## config.mk

```make
export PLATFORM = sky130hd
export DESIGN_NAME = spi_ctrl_master
export DESIGN_NICKNAME = d
export VERILOG_FILES = /design/src/rtl/spi_ctrl_master.sv
export SDC_FILE = /design/constraint.sdc
export NUM_CORES = 1
export LEC_CHECK = 0
export BUFFER_PORTS_ARGS = -buffer_cell sky130_fd_sc_hd__buf_2
export CAP_MARGIN = 15
export CORE_ASPECT_RATIO = 1.75
export CORE_UTILIZATION = 50
export CTS_BUF_LIST = sky130_fd_sc_hd__clkbuf_4 sky130_fd_sc_hd__clkbuf_8
export DETAILED_ROUTE_END_ITERATION = 8
export GPL_TIMING_DRIVEN = 0
export PLACE_DENSITY = 0.77
export SLEW_MARGIN = 15
export SYNTH_ARGS = -nofsm -noshare
export SYNTH_HDL_FRONTEND = slang
export SYNTH_SLANG_ARGS = --single-unit
```

## constraint.sdc

```tcl
create_clock -name wb_clk_i -period 4.8 [get_ports wb_clk_i]
set_input_delay 0.24 -clock wb_clk_i [delete_from_list [all_inputs] [get_ports wb_clk_i]]
set_output_delay 0.24 -clock wb_clk_i [all_outputs]
set_load 0.01 [all_outputs]
```

## src/rtl/spi_ctrl_master.sv

```systemverilog
// spi_ctrl_master: byte-oriented SPI mode-0 controller with valid/ready TX input
// and a one-cycle RX strobe. Chip select stays low across a frame until the
// host flags the last byte.
// Optional feature: define SPI_CTRL_LOOPBACK_EN to add loopback_i, which feeds
// the outgoing data line back into the receive shifter.
module spi_ctrl_master #(
  parameter int CLK_DIV = 4
) (
  input  logic       wb_clk_i,
  input  logic       wb_rst_i,
  input  logic       tx_valid_i,
  input  logic [7:0] tx_data_i,
  input  logic       tx_last_i,
  output logic       tx_ready_o,
  output logic       rx_valid_o,
  output logic [7:0] rx_data_o,
  output logic       busy_o,
  output logic       spi_clock_o,
  output logic       spi_cs_o,
  output logic       spi_pico_o,
`ifdef SPI_CTRL_LOOPBACK_EN
  input  logic       loopback_i,
`endif
  input  logic       spi_poci_i
);

  typedef enum logic [2:0] {
    ST_IDLE,
    ST_SETUP,
    ST_SHIFT,
    ST_WAIT,
    ST_HOLD,
    ST_GAP
  } state_t;

  localparam logic [7:0] RELOAD = 8'(CLK_DIV - 1);

  state_t      state_q, state_d;
  logic [7:0]  cnt_q, cnt_d;
  logic [2:0]  bitIdx_q, bitIdx_d;
  logic        sck_q, sck_d;
  logic        cs_q, cs_d;
  logic        ready_q, ready_d;
  logic        busy_q, busy_d;
  logic        last_q, last_d;
  logic [7:0]  txShift_q, txShift_d;
  logic [7:0]  rxShift_q, rxShift_d;
  logic [7:0]  rxData_q, rxData_d;
  logic        rxValid_q, rxValid_d;
  logic        handshake;
  logic        cntDone;
  logic        sampleBit;

  assign handshake = tx_valid_i & ready_q;
  assign cntDone   = (cnt_q == 8'd0);

`ifdef SPI_CTRL_LOOPBACK_EN
  assign sampleBit = loopback_i ? txShift_q[7] : spi_poci_i;
`else
  assign sampleBit = spi_poci_i;
`endif

  // Registers for state and every output; reset discards any partial byte.
  always_ff @(posedge wb_clk_i) begin
    if (wb_rst_i) begin
      state_q   <= ST_IDLE;
      cnt_q     <= 8'd0;
      bitIdx_q  <= 3'd0;
      sck_q     <= 1'b0;
      cs_q      <= 1'b1;
      ready_q   <= 1'b0;
      busy_q    <= 1'b0;
      last_q    <= 1'b0;
      txShift_q <= 8'h00;
      rxShift_q <= 8'h00;
      rxData_q  <= 8'h00;
      rxValid_q <= 1'b0;
    end else begin
      state_q   <= state_d;
      cnt_q     <= cnt_d;
      bitIdx_q  <= bitIdx_d;
      sck_q     <= sck_d;
      cs_q      <= cs_d;
      ready_q   <= ready_d;
      busy_q    <= busy_d;
      last_q    <= last_d;
      txShift_q <= txShift_d;
      rxShift_q <= rxShift_d;
      rxData_q  <= rxData_d;
      rxValid_q <= rxValid_d;
    end
  end

  // Next-state logic: each phase lasts CLK_DIV cycles, SCK edges fall on
  // phase boundaries; pin levels are decoded from the next state.
  always_comb begin
    state_d   = state_q;
    cnt_d     = cnt_q;
    bitIdx_d  = bitIdx_q;
    sck_d     = sck_q;
    last_d    = last_q;
    txShift_d = txShift_q;
    rxShift_d = rxShift_q;
    rxData_d  = rxData_q;
    rxValid_d = 1'b0;

    case (state_q)
      ST_IDLE, ST_WAIT: begin
        if (handshake) begin
          txShift_d = tx_data_i;
          last_d    = tx_last_i;
          cnt_d     = RELOAD;
          state_d   = ST_SETUP;
        end
      end
      ST_SETUP: begin
        if (cntDone) begin
          sck_d     = 1'b1;
          rxShift_d = {rxShift_q[6:0], sampleBit};
          bitIdx_d  = 3'd0;
          cnt_d     = RELOAD;
          state_d   = ST_SHIFT;
        end else begin
          cnt_d = cnt_q - 8'd1;
        end
      end
      ST_SHIFT: begin
        if (cntDone) begin
          cnt_d = RELOAD;
          if (sck_q) begin
            sck_d = 1'b0;
            if (bitIdx_q == 3'd7) begin
              rxData_d  = rxShift_q;
              rxValid_d = 1'b1;
              state_d   = last_q ? ST_HOLD : ST_WAIT;
            end else begin
              txShift_d = {txShift_q[6:0], 1'b0};
              bitIdx_d  = bitIdx_q + 3'd1;
            end
          end else begin
            sck_d     = 1'b1;
            rxShift_d = {rxShift_q[6:0], sampleBit};
          end
        end else begin
          cnt_d = cnt_q - 8'd1;
        end
      end
      ST_HOLD: begin
        if (cntDone) begin
          cnt_d   = RELOAD;
          state_d = ST_GAP;
        end else begin
          cnt_d = cnt_q - 8'd1;
        end
      end
      ST_GAP: begin
        if (cntDone) begin
          state_d = ST_IDLE;
        end else begin
          cnt_d = cnt_q - 8'd1;
        end
      end
      default: begin
        state_d = ST_IDLE;
        sck_d   = 1'b0;
      end
    endcase

    cs_d    = !(state_d == ST_SETUP || state_d == ST_SHIFT ||
                state_d == ST_WAIT  || state_d == ST_HOLD);
    ready_d = (state_d == ST_IDLE) || (state_d == ST_WAIT);
    busy_d  = (state_d != ST_IDLE);
  end

  assign tx_ready_o  = ready_q;
  assign rx_valid_o  = rxValid_q;
  assign rx_data_o   = rxData_q;
  assign busy_o      = busy_q;
  assign spi_clock_o = sck_q;
  assign spi_cs_o    = cs_q;
  assign spi_pico_o  = txShift_q[7];

endmodule

```

==> results of run 1 <==
cells in the final DEF, fill, tap and decap left out, types with 3 or more instances in the layout:
cell type / Yosys / final
sky130_fd_sc_hd__clkbuf_8: 0 / 6
sky130_fd_sc_hd__nor3_1: 5 / 5
sky130_fd_sc_hd__nand3_1: 4 / 4
sky130_fd_sc_hd__o21ai_0: 6 / 6
sky130_fd_sc_hd__buf_2: 3 / 29
sky130_fd_sc_hd__dfxtp_1: 44 / 44
sky130_fd_sc_hd__xor2_1: 3 / 3
sky130_fd_sc_hd__nor2_1: 38 / 38
sky130_fd_sc_hd__ha_1: 3 / 3
sky130_fd_sc_hd__nand2b_1: 3 / 3
sky130_fd_sc_hd__nand4_1: 5 / 5
sky130_fd_sc_hd__clkbuf_1: 8 / 8
sky130_fd_sc_hd__mux2i_1: 24 / 24
sky130_fd_sc_hd__a21oi_1: 14 / 14
sky130_fd_sc_hd__nand2_1: 28 / 28
sky130_fd_sc_hd__nor3b_1: 3 / 3
sky130_fd_sc_hd__inv_1: 5 / 5
sky130_fd_sc_hd__a31oi_1: 3 / 3
sky130_fd_sc_hd__nor2b_1: 3 / 3
sky130_fd_sc_hd__o31ai_1: 3 / 3
per-layer routing:
layer / GRT usage / vias to the layer above / wire (um)
met5: 0 / - / 0
met4: 0.1414 / 0 / 117
met3: 0.04861 / 9 / 140
met2: 0.4103 / 45 / 2385
met1: 0.2186 / 851 / 1865
li1: - / 905 / -
critical path: stages (launching register included):
cell,delay [ps]
sky130_fd_sc_hd__dfxtp_1,350
sky130_fd_sc_hd__inv_1,60
sky130_fd_sc_hd__ha_1,240
sky130_fd_sc_hd__nor3b_2,500
sky130_fd_sc_hd__nand2_4,150
sky130_fd_sc_hd__mux2_2,290
sky130_fd_sc_hd__o21ai_0,630
sky130_fd_sc_hd__nor2_1,100
worst paths after layout:
path,depth (start not counted),slack [ps],start,to
max,7,2350,cnt_q[0],cnt_q[2]
min reg2reg,2,480,bitIdx_q[2],bitIdx_q[2]
min,3,180,tx_last_i,last_q
max reg2reg,7,2350,cnt_q[0],cnt_q[2]
kinds of logic (layout without fill, tap and decap cells):
| group | after synthesis | after routing | share of synthesized area |
|---|---|---|---|
| AO/OA/AOI/OAI | 37 | 37 | 0.1124 |
| XOR/XNOR | 5 | 5 | 0.02081 |
| adder cells (fa/ha/maj) | 3 | 3 | 0.01784 |
| buffers and inverters | 18 | 52 | 0.03389 |
| flip-flops | 44 | 44 | 0.4185 |
| multiplexers | 26 | 26 | 0.1249 |
| AND/OR/NAND/NOR | 108 | 108 | 0.2717 |
layout make-up:
| cell class | instances | area, um^2 | area share |
|---|---|---|---|
| multi-input combinational | 179 | 1152 | 0.4817 |
| sequential | 44 | 880.8 | 0.3682 |
| timing repair buffer | 26 | 130.1 | 0.05439 |
| clock buffer | 8 | 97.59 | 0.04080 |
| tap | 48 | 60.06 | 0.02510 |
| buffer | 13 | 52.55 | 0.02197 |
| inverter | 5 | 18.77 | 0.007845 |
power by group:
part	internal [W]	leakage (nW)	switching (W)
logic	0.000307	0.645	0.000419
registers	0.000439	0.358	0.0000667
clock network	0.000129	0.0523	0.000122
total	0.000874	1.05	0.000607
registers in the layout (all words and copies together), names as in the netlist:
| signal | cells |
|---|---|
| tx_ready_o | 1 |
| busy_o | 1 |
| rx_data_o | 8 |
| state_q | 3 |
| rxShift_q | 8 |
| cnt_q | 8 |
| last_q | 1 |
| txShift_q | 8 |
| spi_cs_o | 1 |
| spi_clock_o | 1 |
| bitIdx_q | 3 |
| rx_valid_o | 1 |
metrics by stage:
step	worst slack [ps]	total power, W	hold WS [ps]	area, um^2	std cells
final	2349	0.001481	178.6	2392	323
after global routing	2169	0.001586	191.4	2392	323
after CTS	2333	0.001484	178.3	2392	323
after detailed placement	2368	0.001232	469.7	2295	315
after global placement	2407	0.001217	460.1	2295	315
after floorplan	2774	0.001080	378.6	2105	241
==> flow_summary.rst, run 1 <==
.. list-table::
   :header-rows: 1

   * - Metric
     - Value
   * - Number of warnings issued by yosys
     - 0
   * - Clock tree sinks
     - 44
   * - Pleak
     - 1.055 nW
   * - Status
     - complete, no violations
   * - Maximum net fanout on the critical path
     - 6
   * - Share of final-layout standard cells stronger than drive strength 1
     - 0.1818
   * - Horizontal extent of the die
     - 51.04 um
   * - Leading register cell type out of synthesis
     - sky130_fd_sc_hd__dfxtp_1
   * - H-tree level count
     - 2
   * - Final Max Slew Viols
     - 0
   * - Top cell types by occurrence after synthesis
     - 44 x sky130_fd_sc_hd__dfxtp_1, 38 x sky130_fd_sc_hd__nor2_1, 28 x sky130_fd_sc_hd__nand2_1, 24 x sky130_fd_sc_hd__mux2i_1, 14 x sky130_fd_sc_hd__a21oi_1
   * - Min Tclk post-route
     - 2451 ps
   * - Max-cap violations
     - 0
   * - Combined global-route utilization of all metal layers
     - 0.2234
   * - Antenna Diode Count
     - 0
   * - Area share of the largest cell type after synthesis
     - 0.4185
   * - Crit share post-route
     - 0.5106
   * - Worst Setup End Kind
     - register
   * - Top cells by area, synth
     - sky130_fd_sc_hd__dfxtp_1 42%, sky130_fd_sc_hd__mux2i_1 11%, sky130_fd_sc_hd__nor2_1 6.8%
   * - Clock input transition at the sequential cells of the worst setup and hold paths
     - about 80 ps
   * - Post-CTS sizing
     - 0
   * - Initial antenna violation count
     - 0
   * - Worst min-delay path class
     - in2reg
   * - Most repeated cell in the gate-level netlist after synthesis
     - sky130_fd_sc_hd__dfxtp_1
   * - Number of post-CTS setup repair buffers
     - 0
   * - Post-Syn Area per Cell
     - 8.732 um^2
   * - Data arrival, critical path
     - roughly 2600 ps
   * - Count of filler cells inserted in the layout
     - slightly below 400
   * - Aggregate negative setup slack
     - 0 ps
   * - Crit Path Class
     - reg2reg
   * - Skew-Pair Late Insertion Delay
     - roughly 300 ps
   * - Synth cell types
     - 48
   * - Post-DRT Antenna Nets
     - 0
   * - Max-slew headroom at the worst pin
     - 0.3895
   * - Number of enable-type register cells in the synthesized netlist
     - 0
   * - GR Overflow Total
     - 0
   * - Nets in the synthesized netlist
     - 257
   * - Startpoint kind of the worst setup timing path
     - register
   * - Number of I/O port buffers
     - 26
   * - Core area
     - 3941 um^2
   * - Routability Congestion
     - 0.8927
   * - Clk Tree Root Cell
     - sky130_fd_sc_hd__clkbuf_8
   * - Mean routed wirelength per cell
     - ~14 um
   * - Detail-routed via count per cell
     - ~5.6
   * - Effective utilization at floorplan
     - 0.5340
   * - Number of DRC markers after the initial detailed-route iteration
     - 44
   * - Quantity of hold-fixing buffers added after cts
     - 0
   * - Sequential-to-total area share from yosys stat
     - 0.4185
   * - Finish-stage setup viols
     - 0
   * - Maximum number of pins on one net before global-route repair
     - 13
   * - Detailed-routing iteration count for the pre-antenna-repair pass
     - 4
   * - Row count
     - 30
   * - DRT Wirelength
     - 4509 um
   * - PwrDens
     - 619.2 nW/um^2
   * - Area of the die
     - 4483 um^2
   * - F_max
     - 408.0 MHz
   * - Top Ports
     - 27
   * - Worst endpoint required time
     - 4960 ps
   * - Remaining design rule violation count
     - 0
   * - End-of-flow core utilization
     - 0.6070
   * - Vias in the first global route
     - 1785
   * - Peak supply drop
     - 0.4134 mV
   * - Half-perimeter wire length after detailed placement
     - 3241 um
   * - Global-route wire length before repair
     - 7624 um
   * - Pin slew with the least headroom to its limit
     - 910.3 ps
   * - Instance count of the mapped netlist
     - 241
   * - Synthesized area
     - 2105 um^2
   * - Synthesis-to-finish area growth
     - 13.67%
   * - Die height
     - about 88 um
   * - Hold violation total from the final report
     - 0
   * - Vias after detailed routing
     - 1810
   * - CTS tree
     - yes
   * - Layout Skew
     - 6.808 ps
   * - Net count reported at finish
     - 290
   * - Setup repair after global routing missed its margin
     - no
   * - Num CTS Buffers
     - 5
   * - Post-synthesis register bit count
     - 44
   * - Share of async-settable or async-resettable flops after synthesis
     - 0
   * - Library cell with the largest summed area after synthesis
     - sky130_fd_sc_hd__dfxtp_1
   * - CTS Buffer Depth
     - 2
Power figures use the tool's default switching activity.
==> inputs of run 2 (changes only) <==
ABC_AREA = 1   (was default)
PLACE_DENSITY = 0.8   (was 0.77)
clock period = 2 ns   (was 4.8 ns; I/O delays follow)
==> run 2 against run 1 <==
  * Critical path depth rose by 4
  * Synthesized area rose by 7.3%
  * Sequential power rose to 2.6 times the previous value
  * Global-route usage fell by 0.30 points
  * Combinational power rose to 2.9 times the previous value
  * Non-clock buffer count fell by 2
  * Sequential share of layout area fell by 2.3 points
  * Flip-flop and latch count did not move
  * Hold slack got worse by 130 ps
==> flow_summary.rst, run 2 <==
.. list-table::
   :header-rows: 1

   * - Metric
     - Value
   * - Max-slew headroom at the worst pin
     - 0.6250
   * - Mean routed wirelength per cell
     - roughly 12 um
   * - Horizontal extent of the die
     - 52.81 um
   * - Maximum net fanout on the critical path
     - 10
   * - Worst Setup End Kind
     - register
   * - Share of final-layout standard cells stronger than drive strength 1
     - 0.2418
   * - Core area
     - around 4400 um^2
   * - Crit share post-route
     - 0.8647
   * - Setup slack of the worst register-to-register path
     - 270 ps
   * - Worst endpoint required time
     - 2170 ps
   * - H-tree level count
     - 2
   * - Synth cell types
     - 33
   * - CTS Buffer Depth
     - 2
   * - Die height
     - 90.91 um
   * - Top cell types by occurrence after synthesis
     - 52 x sky130_fd_sc_hd__nand2_1, 44 x sky130_fd_sc_hd__dfxtp_1, 40 x sky130_fd_sc_hd__inv_1, 36 x sky130_fd_sc_hd__o21ai_0, 31 x sky130_fd_sc_hd__a21oi_1
   * - Row count
     - 32
   * - Data arrival, critical path
     - 1900 ps
   * - Skew-Pair Late Insertion Delay
     - 300 ps
   * - Number of DRC markers after the initial detailed-route iteration
     - 53
   * - CTS tree
     - yes
   * - Synthesis-to-finish area growth
     - 12.91%
   * - Routability Congestion
     - 0.8974
   * - Pin slew with the least headroom to its limit
     - 562.5 ps
   * - F_max
     - slightly below 600 MHz
   * - Number of post-CTS setup repair buffers
     - 0
   * - Max-cap violations
     - 0
   * - Startpoint kind of the worst setup timing path
     - register
   * - Worst reg2reg endpoint
     - spi_cs_o
   * - Number of I/O port buffers
     - 26
   * - Most repeated cell in the gate-level netlist after synthesis
     - sky130_fd_sc_hd__nand2_1
   * - Vias after detailed routing
     - around 2000
   * - Clock input transition at the sequential cells of the worst setup and hold paths
     - 90 ps
   * - Num CTS Buffers
     - 5
   * - Net count reported at finish
     - 350
   * - Worst min-delay path class
     - in2reg
   * - Area used by sequential logic in the layout
     - 880.8 um^2
   * - Global-route wire length before repair
     - 7990 um
   * - Vias in the first global route
     - between 1500 and 2000
   * - Clk Tree Root Cell
     - sky130_fd_sc_hd__clkbuf_8
   * - Post-route total power
     - about 0.004 W
   * - Share of async-settable or async-resettable flops after synthesis
     - 0
   * - Setup repair after global routing missed its margin
     - no
   * - Combined global-route utilization of all metal layers
     - 0.2204
   * - Post-CTS sizing
     - 0
   * - Peak supply drop
     - 0.9812 mV
   * - Multi-input gate area
     - around 1100 um^2
   * - Synthesized area
     - 2258 um^2
   * - Aggregate negative setup slack
     - 0 ps
   * - GR Overflow Total
     - 0
   * - Final Max Slew Viols
     - 0
   * - Detailed-routing iteration count for the pre-antenna-repair pass
     - 4
   * - Number of enable-type register cells in the synthesized netlist
     - 0
   * - Antenna Diode Count
     - 0
   * - Post-synthesis register bit count
     - 44
   * - Critical Path Sink
     - spi_cs_o
   * - Worst Reg2Reg Path Length in Cells
     - 11
   * - Critical Path Start
     - cnt_q[0]
   * - Commonest cells after routing, fill and taps aside
     - 52 x sky130_fd_sc_hd__nand2_1, 44 x sky130_fd_sc_hd__dfxtp_1, 40 x sky130_fd_sc_hd__inv_1
   * - Nets in the synthesized netlist
     - 316
   * - Detail-routed via count per cell
     - 5.251
   * - Pleak
     - approximately 1.2 nW
   * - DRT Wirelength
     - 4609 um
   * - Area of the die
     - slightly below 5000 um^2
   * - Post-DRT Antenna Nets
     - 0
   * - Initial antenna violation count
     - 0
   * - Instance count of the mapped netlist
     - 300
   * - Maximum number of pins on one net before global-route repair
     - 15
   * - Remaining design rule violation count
     - 0
   * - Area share of the largest cell type after synthesis
     - 0.3900
   * - Leading cell type in the layout, fill and taps excluded
     - sky130_fd_sc_hd__nand2_1
   * - End-of-flow core utilization
     - 0.5843
   * - Leading register cell type out of synthesis
     - sky130_fd_sc_hd__dfxtp_1
   * - Crit Path Class
     - reg2reg
   * - Layout Skew
     - 12.64 ps
   * - Finish-stage setup viols
     - 0
   * - Half-perimeter wire length after detailed placement
     - ~3500 um
   * - Number of warnings issued by yosys
     - 0
   * - Top Ports
     - 27
   * - Post-Syn Area per Cell
     - 7.528 um^2
   * - Top cells by area, synth
     - sky130_fd_sc_hd__dfxtp_1 39%, sky130_fd_sc_hd__nand2_1 8.6%, sky130_fd_sc_hd__o21ai_0 8.0%
   * - Count of filler cells inserted in the layout
     - 414
   * - PwrDens
     - 1543 nW/um^2
   * - Min Tclk post-route
     - about 1700 ps
   * - Hold violation total from the final report
     - 0
   * - R2r startpoint
     - cnt_q[0]
   * - Clock tree sinks
     - 44
   * - Library cell with the largest summed area after synthesis
     - sky130_fd_sc_hd__dfxtp_1
   * - Effective utilization at floorplan
     - 0.5175
   * - Status
     - complete, no violations
   * - Sequential-to-total area share from yosys stat
     - 0.3900
[run 2: changes by cell type in the layout (fill, tap and decap cells not counted), sizes merged, moves of 5 or more]
cell,change
mux2i,-24
nand3,+11
nand2,+28
o21ai,+38
nor2,-5
a21oi,+18
clkbuf,-8
inv,+42
[run 2: logic make-up after synthesis]
kind of cell,synth area share
and+or+nand+nor,0.2604
buffers and inverters,0.1136
AOI/OAI and AO/OA,0.2116
DFF,0.3900
xor gates and xnor gates,0.007758
adders and majority gates,0.01662
[run 2: critical path, stage by stage (launching register included)]
cell                      delay (ps)
sky130_fd_sc_hd__dfxtp_1         330
sky130_fd_sc_hd__inv_1            70
sky130_fd_sc_hd__ha_1            220
sky130_fd_sc_hd__nand2_2         130
sky130_fd_sc_hd__nor2_8          260
sky130_fd_sc_hd__nand2_4         100
sky130_fd_sc_hd__nor2_8          170
sky130_fd_sc_hd__nand2_2          60
sky130_fd_sc_hd__nand2_1          60
sky130_fd_sc_hd__inv_1            50
sky130_fd_sc_hd__nand3_2          90
sky130_fd_sc_hd__nand3_1          70
[run 2: where the power goes]
group | switching [W] | internal (W) | leakage, nW | total [W]
Clock | 0.000308 | 0.000244 | 0.0479 | 0.000552
Sequential | 0.000168 | 0.00113 | 0.359 | 0.00130
Combinational | 0.00136 | 0.000723 | 0.795 | 0.00208
Total | 0.00184 | 0.00210 | 1.20 | 0.00393
[run 2: stage by stage]
| step | instances | hold slack (ps) | worst slack (ps) | cell area (um^2) |
|---|---|---|---|---|
| after CTS | 386 | 45.69 | 255.0 | 2550 |
| after global placement | 377 | 293.1 | 307.5 | 2452 |
| final | 386 | 49.63 | 270.6 | 2550 |
| after detailed placement | 377 | 297.4 | 289.0 | 2452 |
| after floorplan | 300 | 169.1 | 484.6 | 2258 |
| after global routing | 386 | 69.07 | 111.8 | 2550 |
[run 2: layout make-up]
cell class	instances	area share
Buffer	10	0.03042
Clock buffer	5	0.02699
Clock inverter	3	0.007360
Inverter	47	0.07017
Multi-Input combinational cell	199	0.4396
Sequential cell	44	0.3454
Tap cell	51	0.02502
Timing Repair Buffer	27	0.05496
[run 2: per-layer routing]
layer / up-vias / share of wire / GRT usage
li1: 1029 / - / -
met1: 961 / 0.39 / 0.2366
met2: 31 / 0.56 / 0.3956
met3: 6 / 0.026 / 0.02862
met4: 0 / 0.018 / 0.1096
met5: - / 0 / 0
[run 2: worst min path at each step]
stage	end	slack, ps	cells past startpoint	startpoint
6_report	last_q	50	3	tx_last_i
3_5_place_dp	bitIdx_q[1]	300	2	wb_rst_i
2_1_floorplan	bitIdx_q[1]	170	1	wb_rst_i
3_3_place_gp	bitIdx_q[1]	290	2	wb_rst_i
4_1_cts	last_q	50	3	tx_last_i
5_1_grt	last_q	70	3	tx_last_i
[run 2: what timing repair did]
item / CTS / global route
hold endpoints to repair: 1 / 0
hold buffers: 1 / 0
setup endpoints to repair: 0 / 0
